`src/rtl/tug_pkg.sv`:
```
// tug_pkg: shared FSM state encoding and output-width helpers for tug_match.
//   state_t  - IDLE / PLAY / ROUND_END / MATCH_OVER
//   pos_w    - signed rope-position width for a given WIN_POS
//   score_w  - round-score width for a given ROUNDS_TO_WIN
package tug_pkg;

    typedef enum logic [1:0] {IDLE, PLAY, ROUND_END, MATCH_OVER} state_t;

    // One extra bit over the magnitude so that -WIN_POS..+WIN_POS fits as signed.
    function automatic int pos_w(input int win_pos);
        return $clog2(win_pos + 1) + 1;
    endfunction

    function automatic int score_w(input int rounds);
        return $clog2(rounds + 1);
    endfunction

endpackage

```
`src/rtl/btn_pulse.sv`:
```
// btn_pulse: synchronizes a raw asynchronous button and emits one pulse per press.
//   clk   - system clock
//   rst   - asynchronous active-high reset, clears synchronizer and edge history
//   din   - raw asynchronous button
//   pulse - one-cycle pulse on each synchronized rising edge
module btn_pulse #(
    parameter int SYNC_STAGES = 2
) (
    input  logic clk,
    input  logic rst,
    input  logic din,
    output logic pulse
);

    logic [SYNC_STAGES-1:0] sync_q, sync_d;
    logic                   hist_q, hist_d;

    always_comb begin
        sync_d = {sync_q[SYNC_STAGES-2:0], din};
        hist_d = sync_q[SYNC_STAGES-1];
    end

    always_ff @(posedge clk or posedge rst) begin
        if (rst) begin
            sync_q <= '0;
            hist_q <= 1'b0;
        end else begin
            sync_q <= sync_d;
            hist_q <= hist_d;
        end
    end

    assign pulse = sync_q[SYNC_STAGES-1] & ~hist_q;

endmodule

```
`src/rtl/tug_match.sv`:
```
// tug_match: two-player tug-of-war match controller.
//   clk, rst            - clock and asynchronous active-high reset
//   clr                 - synchronous match clear (already in clk domain)
//   start, pbl, pbr     - raw asynchronous start / left / right buttons
//   pos                 - signed rope position, -WIN_POS..+WIN_POS
//   winrnd, right, tie  - round-win pulse, last round winner side, tie pulse
//   score_l, score_r    - round wins per side
//   match_over          - high while the match has been decided
module tug_match import tug_pkg::*; #(
    parameter  int WIN_POS       = 4,
    parameter  int ROUNDS_TO_WIN = 3,
    parameter  int SYNC_STAGES   = 2,
    localparam int POS_W         = pos_w(WIN_POS),
    localparam int SCORE_W       = score_w(ROUNDS_TO_WIN)
) (
    input  logic                    clk,
    input  logic                    rst,
    input  logic                    clr,
    input  logic                    start,
    input  logic                    pbl,
    input  logic                    pbr,
    output logic signed [POS_W-1:0] pos,
    output logic                    winrnd,
    output logic                    right,
    output logic                    tie,
    output logic [SCORE_W-1:0]      score_l,
    output logic [SCORE_W-1:0]      score_r,
    output logic                    match_over
);

    localparam logic signed [POS_W-1:0] WIN_P     = POS_W'(WIN_POS);
    localparam logic signed [POS_W-1:0] NEG_P     = -WIN_P;
    localparam logic signed [POS_W-1:0] POS_ONE   = POS_W'(1);
    localparam logic [SCORE_W-1:0]      SCORE_MAX = SCORE_W'(ROUNDS_TO_WIN);
    localparam logic [SCORE_W-1:0]      SCORE_ONE = SCORE_W'(1);

    logic start_p, l_p, r_p;

    btn_pulse #(.SYNC_STAGES(SYNC_STAGES)) u_start (.clk(clk), .rst(rst), .din(start), .pulse(start_p));
    btn_pulse #(.SYNC_STAGES(SYNC_STAGES)) u_left  (.clk(clk), .rst(rst), .din(pbl),   .pulse(l_p));
    btn_pulse #(.SYNC_STAGES(SYNC_STAGES)) u_right (.clk(clk), .rst(rst), .din(pbr),   .pulse(r_p));

    state_t                  state_q, state_d;
    logic signed [POS_W-1:0] pos_q, pos_d, pos_step;
    logic [SCORE_W-1:0]      score_l_q, score_l_d, score_r_q, score_r_d, win_score;
    logic                    right_q, right_d, winrnd_q, winrnd_d, tie_q, tie_d;
    logic                    push, win;

    always_comb begin
        // A lone push moves the rope one step; in PLAY pos is strictly inside
        // the win band, so one step can reach but never pass +/-WIN_POS.
        push      = l_p ^ r_p;
        pos_step  = r_p ? pos_q + POS_ONE : pos_q - POS_ONE;
        win       = push && (pos_step == WIN_P || pos_step == NEG_P);
        win_score = (r_p ? score_r_q : score_l_q) + SCORE_ONE;
        state_d   = state_q;
        pos_d     = pos_q;
        score_l_d = score_l_q;
        score_r_d = score_r_q;
        right_d   = right_q;
        winrnd_d  = 1'b0;
        tie_d     = 1'b0;
        if (clr) begin
            state_d   = IDLE;
            pos_d     = '0;
            score_l_d = '0;
            score_r_d = '0;
            right_d   = 1'b0;
        end else begin
            case (state_q)
                IDLE, ROUND_END: begin
                    if (start_p) begin
                        pos_d   = '0;
                        state_d = PLAY;
                    end
                end
                PLAY: begin
                    tie_d = l_p & r_p;
                    if (push) pos_d = pos_step;
                    if (win) begin
                        winrnd_d  = 1'b1;
                        right_d   = r_p;
                        score_r_d = r_p ? win_score : score_r_q;
                        score_l_d = r_p ? score_l_q : win_score;
                        state_d   = (win_score == SCORE_MAX) ? MATCH_OVER : ROUND_END;
                    end
                end
                default: ;
            endcase
        end
    end

    always_ff @(posedge clk or posedge rst) begin
        if (rst) begin
            state_q   <= IDLE;
            pos_q     <= '0;
            score_l_q <= '0;
            score_r_q <= '0;
            right_q   <= 1'b0;
            winrnd_q  <= 1'b0;
            tie_q     <= 1'b0;
        end else begin
            state_q   <= state_d;
            pos_q     <= pos_d;
            score_l_q <= score_l_d;
            score_r_q <= score_r_d;
            right_q   <= right_d;
            winrnd_q  <= winrnd_d;
            tie_q     <= tie_d;
        end
    end

    assign pos        = pos_q;
    assign winrnd     = winrnd_q;
    assign right      = right_q;
    assign tie        = tie_q;
    assign score_l    = score_l_q;
    assign score_r    = score_r_q;
    assign match_over = (state_q == MATCH_OVER);

endmodule

```
`config.mk`:
```
export PLATFORM = sky130hd
export DESIGN_NAME = tug_match
export DESIGN_NICKNAME = d
export VERILOG_FILES = /design/src/rtl/tug_pkg.sv /design/src/rtl/btn_pulse.sv /design/src/rtl/tug_match.sv
export SDC_FILE = /design/constraint.sdc
export NUM_CORES = 1
export LEC_CHECK = 0
export BUFFER_PORTS_ARGS = -buffer_cell sky130_fd_sc_hd__buf_2
export CAP_MARGIN = 15
export CORE_ASPECT_RATIO = 1.25
export CORE_MARGIN = 2
export CORE_UTILIZATION = 48
export CTS_CLUSTER_DIAMETER = 150
export DETAILED_ROUTE_END_ITERATION = 10
export HOLD_SLACK_MARGIN = 0.06
export PLACE_DENSITY = 0.73
export SYNTH_ARGS = -nofsm -noshare
export SYNTH_HDL_FRONTEND = slang
export SYNTH_SLANG_ARGS = --single-unit
```
`constraint.sdc`:
```
create_clock -name clk -period 1.8 [get_ports clk]
set_input_delay 0.18 -clock clk [delete_from_list [all_inputs] [get_ports clk]]
set_output_delay 0.18 -clock clk [all_outputs]
set_load 0.01 [all_outputs]
```
==> results of run 1 <==
-- cell type report --
class | instances | area, µm²
well taps | 20 | 25.0
repair buffers | 29 | 185
flip-flops and latches | 22 | 551
fillers | 155 | 721
inverters | 6 | 22.5
clock buffers | 3 | 22.5
multi-input cells | 55 | 478
-- metal layers --
layer	vias up	global-route usage
li1	346	-
met1	319	0.234
met2	13	0.273
met3	4	0.0294
met4	0	0.113
met5	-	0
-- state kept, by name, summed over array words and instances, names as in the netlist, 2 cells and up --
signal / count
state_q: 2
score_l: 2
pos: 4
u_right.sync_q: 2
u_start.sync_q: 2
u_left.sync_q: 2
score_r: 2
-- worst max-delay path: cells and delay by family (launching register included) --
| kind | cells | cell delay, ns |
|---|---|---|
| DFF | 1 | 0.40 |
| adders and majority gates | 1 | 0.40 |
| and+or+nand+nor | 4 | 0.68 |
| AOI/OAI and AO/OA | 1 | 0.24 |
-- logic make-up after synthesis --
kind of cell	count (synthesis)
DFF	22
muxes	1
adders and majority gates	6
AOI/OAI and AO/OA	13
buffers and inverters	8
and+or+nand+nor	32
xor gates and xnor gates	3
-- synth_stat cells, types with 2 or more instances --
cell	instances
a21oi_1	4
dfrtp_1	22
ha_1	5
inv_1	6
nand2_1	7
nor2_1	9
nor3_4	2
o21ai_0	4
or2_1	2
xnor2_1	2
-- cells in the final DEF (no fill, tap or decap), types with 2 or more instances in the layout --
cell	n
a21oi_1	4
buf_2	17
buf_4	8
clkbuf_4	3
dfrtp_1	22
dlygate4sd3_1	4
ha_1	2
ha_4	2
inv_1	5
nand2_1	7
nor2_1	8
nor3_4	2
o21ai_0	4
xnor2_1	2
-- through the flow --
stage	area [µm²]	worst slack, ns	hold slack, ns
after floorplan	1020	0.0195	0.169
after global placement	1150	0.0155	0.222
after detailed placement	1150	-0.0282	0.229
after CTS	1260	-0.00116	0.136
after global routing	1280	-0.126	0.158
final	1280	-0.0178	0.152
-- report_power, final --
part | internal, µW | switching [µW] | total [µW]
Clock | 78.3 | 143 | 221
Sequential | 510 | 12.2 | 522
Combinational | 53.1 | 64.1 | 117
Total | 642 | 219 | 860
-- repair_timing --
item | 4_1_cts | 5_1_grt
buffers inserted | 3 | 0
pin swaps | 1 | 4
endpoints found under the hold margin | 25 | 0
hold buffers | 4 | 0
gates resized for setup | 3 | 4
setup endpoints to repair | 3 | 7
-- path summary, 6_finish.rpt --
check                                          to  slack, ns  cells past startpoint
worst min-delay path                   score_r[0]       0.15                      2
min in group asynchronous       u_right.sync_q[1]       0.42                      4
worst max register to register             pos[3]      -0.02                      6
worst min register to register   u_left.sync_q[1]       0.36                      0
worst max-delay path                       pos[3]      -0.02                      6
max in group asynchronous              state_q[1]       1.16                      4
==> flow_summary_export.csv, run 1 <==
group,metric,value,unit
synth,synth_area_leaders,"dfrtp_1 (54%), ha_1 (6.1%), nor2_1 (3.3%)",
clock_tree,tritoncts,"yes",
detailed_routing,wl_met3,45,µm
sta,fin_ws,-0.0178,ns
synth,syn_inst,85,
detailed_routing,wl_met2,851,µm
synth,yosysSeqAreaShare,0.539,
clock_tree,cts_root_buf,"clkbuf_4",
global_routing,grt_pass1_wl,3210,µm
sta,finalCritPeriodShare,1.01,
synth,avgSynthCellArea,12.0,µm²
sta,tightest_slew,0.281,ns
worst_hold_path,hold_class,"in -> reg",
floorplan,start_util,0.509,
synth,synth_top_family_by_area,"simple AND/OR/NAND/NOR gates",
sta,fin_tns_setup,-0.0178,ns
layout,area_growth,25.7,%
sta,max-slew-margin-rel,0.810,
worst_setup_path,crit_required,2.03,ns
layout,nets,129,
floorplan,dieArea,2510,µm²
placed_design,gp_congestion,0.823,
placed_design,hpwl,1230,µm
detailed_routing,antenna_left,0,
detailed_routing,post_drt_wl_per_cell,13.1,µm
worst_setup_path,startpoint,"u_right.hist_q",
power,irDropWorstVdd,0.000595,V
detailed_routing,drc,0,
sta,fin_skew,0.0114,ns
sta,hold_viol_final,0,
power,power,860,µW
synth,synth_compound_area_frac,0.0870,
sta,rsz0062_at_grt,"yes",
synth,yosys.area_share.adder,0.0809,
detailed_routing,highest_layer,"met4",
floorplan,fp-row-count,18,
clock_tree,clock_path_buffers,2,
floorplan,die_y,55.6,µm
detailed_routing,drtIter0Drc,8,
worst_setup_path,cp_max_fo,6,
worst_hold_path,min-delay-start,"clr",
placed_design,portBuffers,17,
worst_setup_path,cpPeakStageDelay,0.40,ns
detailed_routing,wl,1770,µm
worst_setup_path,end_kind,"register",
synth,synth.distinct_cells,32,
worst_setup_path,rr_startpoint,"u_right.hist_q",
placed_design,dp_cells,125,
layout,antenna_cells,0,
synth,ys_seq_elements,22,
worst_setup_path,critPathArrivalTime,2.04,ns
flow_run,max-cap-violations,0,
sta,finalWorstPathRequiredPeriod,1.82,ns
synth,synthFlopType,"dfrtp_1",
layout,drive_above_1_share,0.383,
synth,yosys.area.top_type_share,0.539,
global_routing,grtUsageTotal,0.181,
clock_tree,path_clk_slew,0.12,ns
floorplan,io_pins,18,
outcome,status,"complete, but fails checks",
floorplan,die_x,45.3,µm
layout,fin_util,0.640,
power,cellPowerDensity,670,nW/µm²
synth,synthesis.area,1020,µm²
worst_setup_path,crit_type,"reg -> reg",
synth,muxShareOfSynthArea,0.00980,
clock_tree,numCtsBuffers,3,
sta,drv_slew,0,
floorplan,core_area,2000,µm²
synth,yosys.area.top_type,"dfrtp_1",
synth,synth-edff-count,0,
synth,synth_xor_area_frac,0.0331,
worst_setup_path,path_cells,"nand2b_4 > ha_2 > nand3_1 > and3_1 > or2_1 > o311ai_2",
detailed_routing,first_pass_iters,4,
sta,setup_viol,1,
detailed_routing,vias,682,
power,p_leak,0.000632,µW
synth,async_flop_share,1.00,
sta,max_freq,550,MHz
synth,synth-warning-count,0,
global_routing,grt.overflow.total,0,
clock_tree,clock_sinks,22,
synth,syn_nets,97,
detailed_routing,via_per_inst,5.05,
worst_setup_path,critPathLaunchType,"register",
global_routing,antenna_found_initial,0,
clock_tree,htree_levels,1,
clock_tree,clk_latency,0.31,ns
synth,synth_simple_gate_area_share,0.212,
layout,layout.cells.non_filler,135,
detailed_routing,drt-met1-wl,821,µm
global_routing,grt_max_degree,23,
outcome,violations,"setup timing",
worst_setup_path,slowest_stage,"dfrtp_1",
global_routing,grt_pass1_vias,725,
No activity file was read; power rests on OpenSTA's default activity.
==> run 2: changes to the inputs <==
ABC_AREA = 1   (was unset)
CTS_CLUSTER_SIZE = 25   (was unset)
PLACE_DENSITY = 0.72   (was 0.73)
==> run 2 against run 1 <==
  * The flow now finishes without violations
  * Worst hold slack worse by 0.056 ns
  * Final area up 3.5%
  * Fmax up 8.3%
  * Clock power up 73%
  * First-iteration DRC count up 75%
  * Critical path type unchanged
==> flow_summary_export.csv, run 2 <==
group,metric,value,unit
detailed_routing,first_pass_iters,5,
clock_tree,numCtsBuffers,3,
synth,yosys.area.top_type_share,0.512,
clock_tree,clock_path_buffers,2,
worst_setup_path,path_cells,"inv_1 > nand2_2 > ha_1 > ha_1 > nand2_1 > inv_1 > nand2_1 > nand2_1 > nand2_1 > nand2_1 > nand2_1",
clock_tree,path_clk_slew,0.12,ns
layout,largest_reg_flops,4,
sta,hold_viol_final,0,
detailed_routing,drc,0,
layout,regArea,551,µm²
worst_setup_path,path_common_cell,"nand2_1",
synth,synth.most_common_cell,"nand2_1",
sta,drv_slew,0,
synth,syn_nets,139,
worst_setup_path,path_buf_inv,2,
synth,synth-warning-count,0,
sta,tightest_slew,0.279,ns
worst_hold_path,hold_class,"in -> reg",
placed_design,pre_cts_slack,0.153,ns
detailed_routing,via_per_inst,4.93,
worst_setup_path,critPathArrivalTime,1.90,ns
sta,finalWorstPathRequiredPeriod,1.68,ns
clock_tree,cts_resized,0,
worst_setup_path,slowest_stage,"dfrtp_1",
synth,synthFlopType,"dfrtp_1",
synth,synth_common_cells,"nand2_1 (47), dfrtp_1 (22), inv_1 (18), nand3_1 (8), nor2_1 (6)",
layout,antenna_cells,0,
detailed_routing,antenna_left,0,
synth,yosysSeqAreaShare,0.512,
layout,final_common_cell,"nand2_1",
worst_setup_path,crit_required,2.03,ns
worst_setup_path,cp_top_family,"simple AND/OR/NAND/NOR gates",
clock_tree,cts_root_buf,"clkbuf_4",
power,power,1130,µW
clock_tree,clk_latency,0.32,ns
floorplan,io_pins,18,
power,cellPowerDensity,850,nW/µm²
floorplan,dieArea,2640,µm²
sta,max_freq,596,MHz
worst_setup_path,crit_type,"reg -> reg",
floorplan,die_x,46.3,µm
clock_tree,clock_sinks,22,
flow_run,max-cap-violations,0,
placed_design,portBuffers,17,
global_routing,grt_pass1_wl,4000,µm
layout,multiInputGateArea,449,µm²
layout,area_growth,23.6,%
sta,fin_tns_setup,0,ns
synth,synth_area_leaders,"dfrtp_1 (51%), nand2_1 (16%), inv_1 (6.3%)",
sta,fin_skew,0.00354,ns
global_routing,grt.overflow.total,0,
worst_setup_path,end_kind,"register",
layout,layout_common_cells,"nand2_1 (47), dfrtp_1 (22), inv_1 (18)",
layout,final.fill_count,202,
synth,yosys.area.top_type,"dfrtp_1",
power,p_leak,0.000756,µW
floorplan,die_y,56.9,µm
sta,fin_ws,0.122,ns
placed_design,gp_congestion,0.797,
layout,drive_above_1_share,0.223,
detailed_routing,drtIter0Drc,14,
clock_tree,htree_levels,1,
power,irDropWorstVdd,0.000889,V
worst_setup_path,critPathLaunchType,"register",
sta,setup_viol,0,
outcome,status,"finished, final reports clean",
sta,hold_ws,0.0960,ns
synth,synth.distinct_cells,18,
synth,synthesis.area,1070,µm²
floorplan,core_area,2160,µm²
floorplan,fp-row-count,19,
synth,synth-edff-count,0,
placed_design,hpwl,1620,µm
synth,ys_seq_elements,22,
sta,rsz0062_at_grt,"no",
layout,nets,170,
detailed_routing,wl,2120,µm
detailed_routing,vias,927,
detailed_routing,post_drt_wl_per_cell,11.3,µm
global_routing,grt_pass1_vias,916,
worst_setup_path,cpPeakStageDelay,0.43,ns
synth,syn_inst,127,
synth,async_flop_share,1.00,
global_routing,grt_max_degree,23,
synth,avgSynthCellArea,8.46,µm²
sta,finalCritPeriodShare,0.932,
global_routing,grtUsageTotal,0.210,
floorplan,start_util,0.497,
worst_setup_path,cp_max_fo,3,
clock_tree,tritoncts,"yes",
global_routing,antenna_found_initial,0,
sta,max-slew-margin-rel,0.814,
-- run 2: what timing repair did --
item                                    in CTS  in global routing
endpoints found under the setup margin       0                  5
endpoints found under the hold margin       25                  0
setup buffers                                0                  3
hold buffers                                 4                  0
-- run 2: report_power, final --
group / internal [µW] / switching, µW
Combinational: 77.6 / 122
Sequential: 521 / 26.9
Clock: 225 / 157
-- run 2: through the flow --
| step | cells | cell area (µm²) | utilization |
|---|---|---|---|
| after CTS | 185 | 1310 | 0.604 |
| after global placement | 177 | 1210 | 0.561 |
| after floorplan | 127 | 1070 | - |
| after global routing | 188 | 1330 | 0.614 |
| final | 188 | 1330 | 0.614 |
| after detailed placement | 177 | 1210 | 0.561 |
-- run 2: routing by layer --
metal	up-vias	track usage	share of wire
met2	32	0.355	0.52
met1	435	0.265	0.41
met4	0	0.0898	0.023
met3	7	0.0193	0.038
li1	453	-	-
met5	-	0	0
-- run 2: layout make-up --
cell class	instances	share of cell area
clock inverter	1	0.0226
sequential	22	0.414
timing repair buffer	26	0.122
clock buffer	3	0.0169
tap	31	0.0292
multi-input combinational	85	0.338
inverter	20	0.0565
-- run 2: kinds of logic (layout without fill, tap and decap cells) --
group | Yosys count | count (layout) | synth area share
simple gates | 71 | 71 | 0.300
flops | 22 | 22 | 0.512
buf+inv | 20 | 50 | 0.0698
compound gates | 8 | 8 | 0.0407
fa+ha+maj | 6 | 6 | 0.0768
-- run 2: worst paths after layout --
kind	from	end	slack (ns)	cells past startpoint
worst max-delay path	u_right.hist_q	score_r[0]	0.12	11
min in group asynchronous	rst	state_q[0]	0.42	4
worst min register to register	u_left.sync_q[0]	u_left.sync_q[1]	0.36	0
worst max register to register	u_right.hist_q	score_r[0]	0.12	11
worst min-delay path	clr	winrnd	0.1	2
max in group asynchronous	rst	score_l[1]	1.17	4
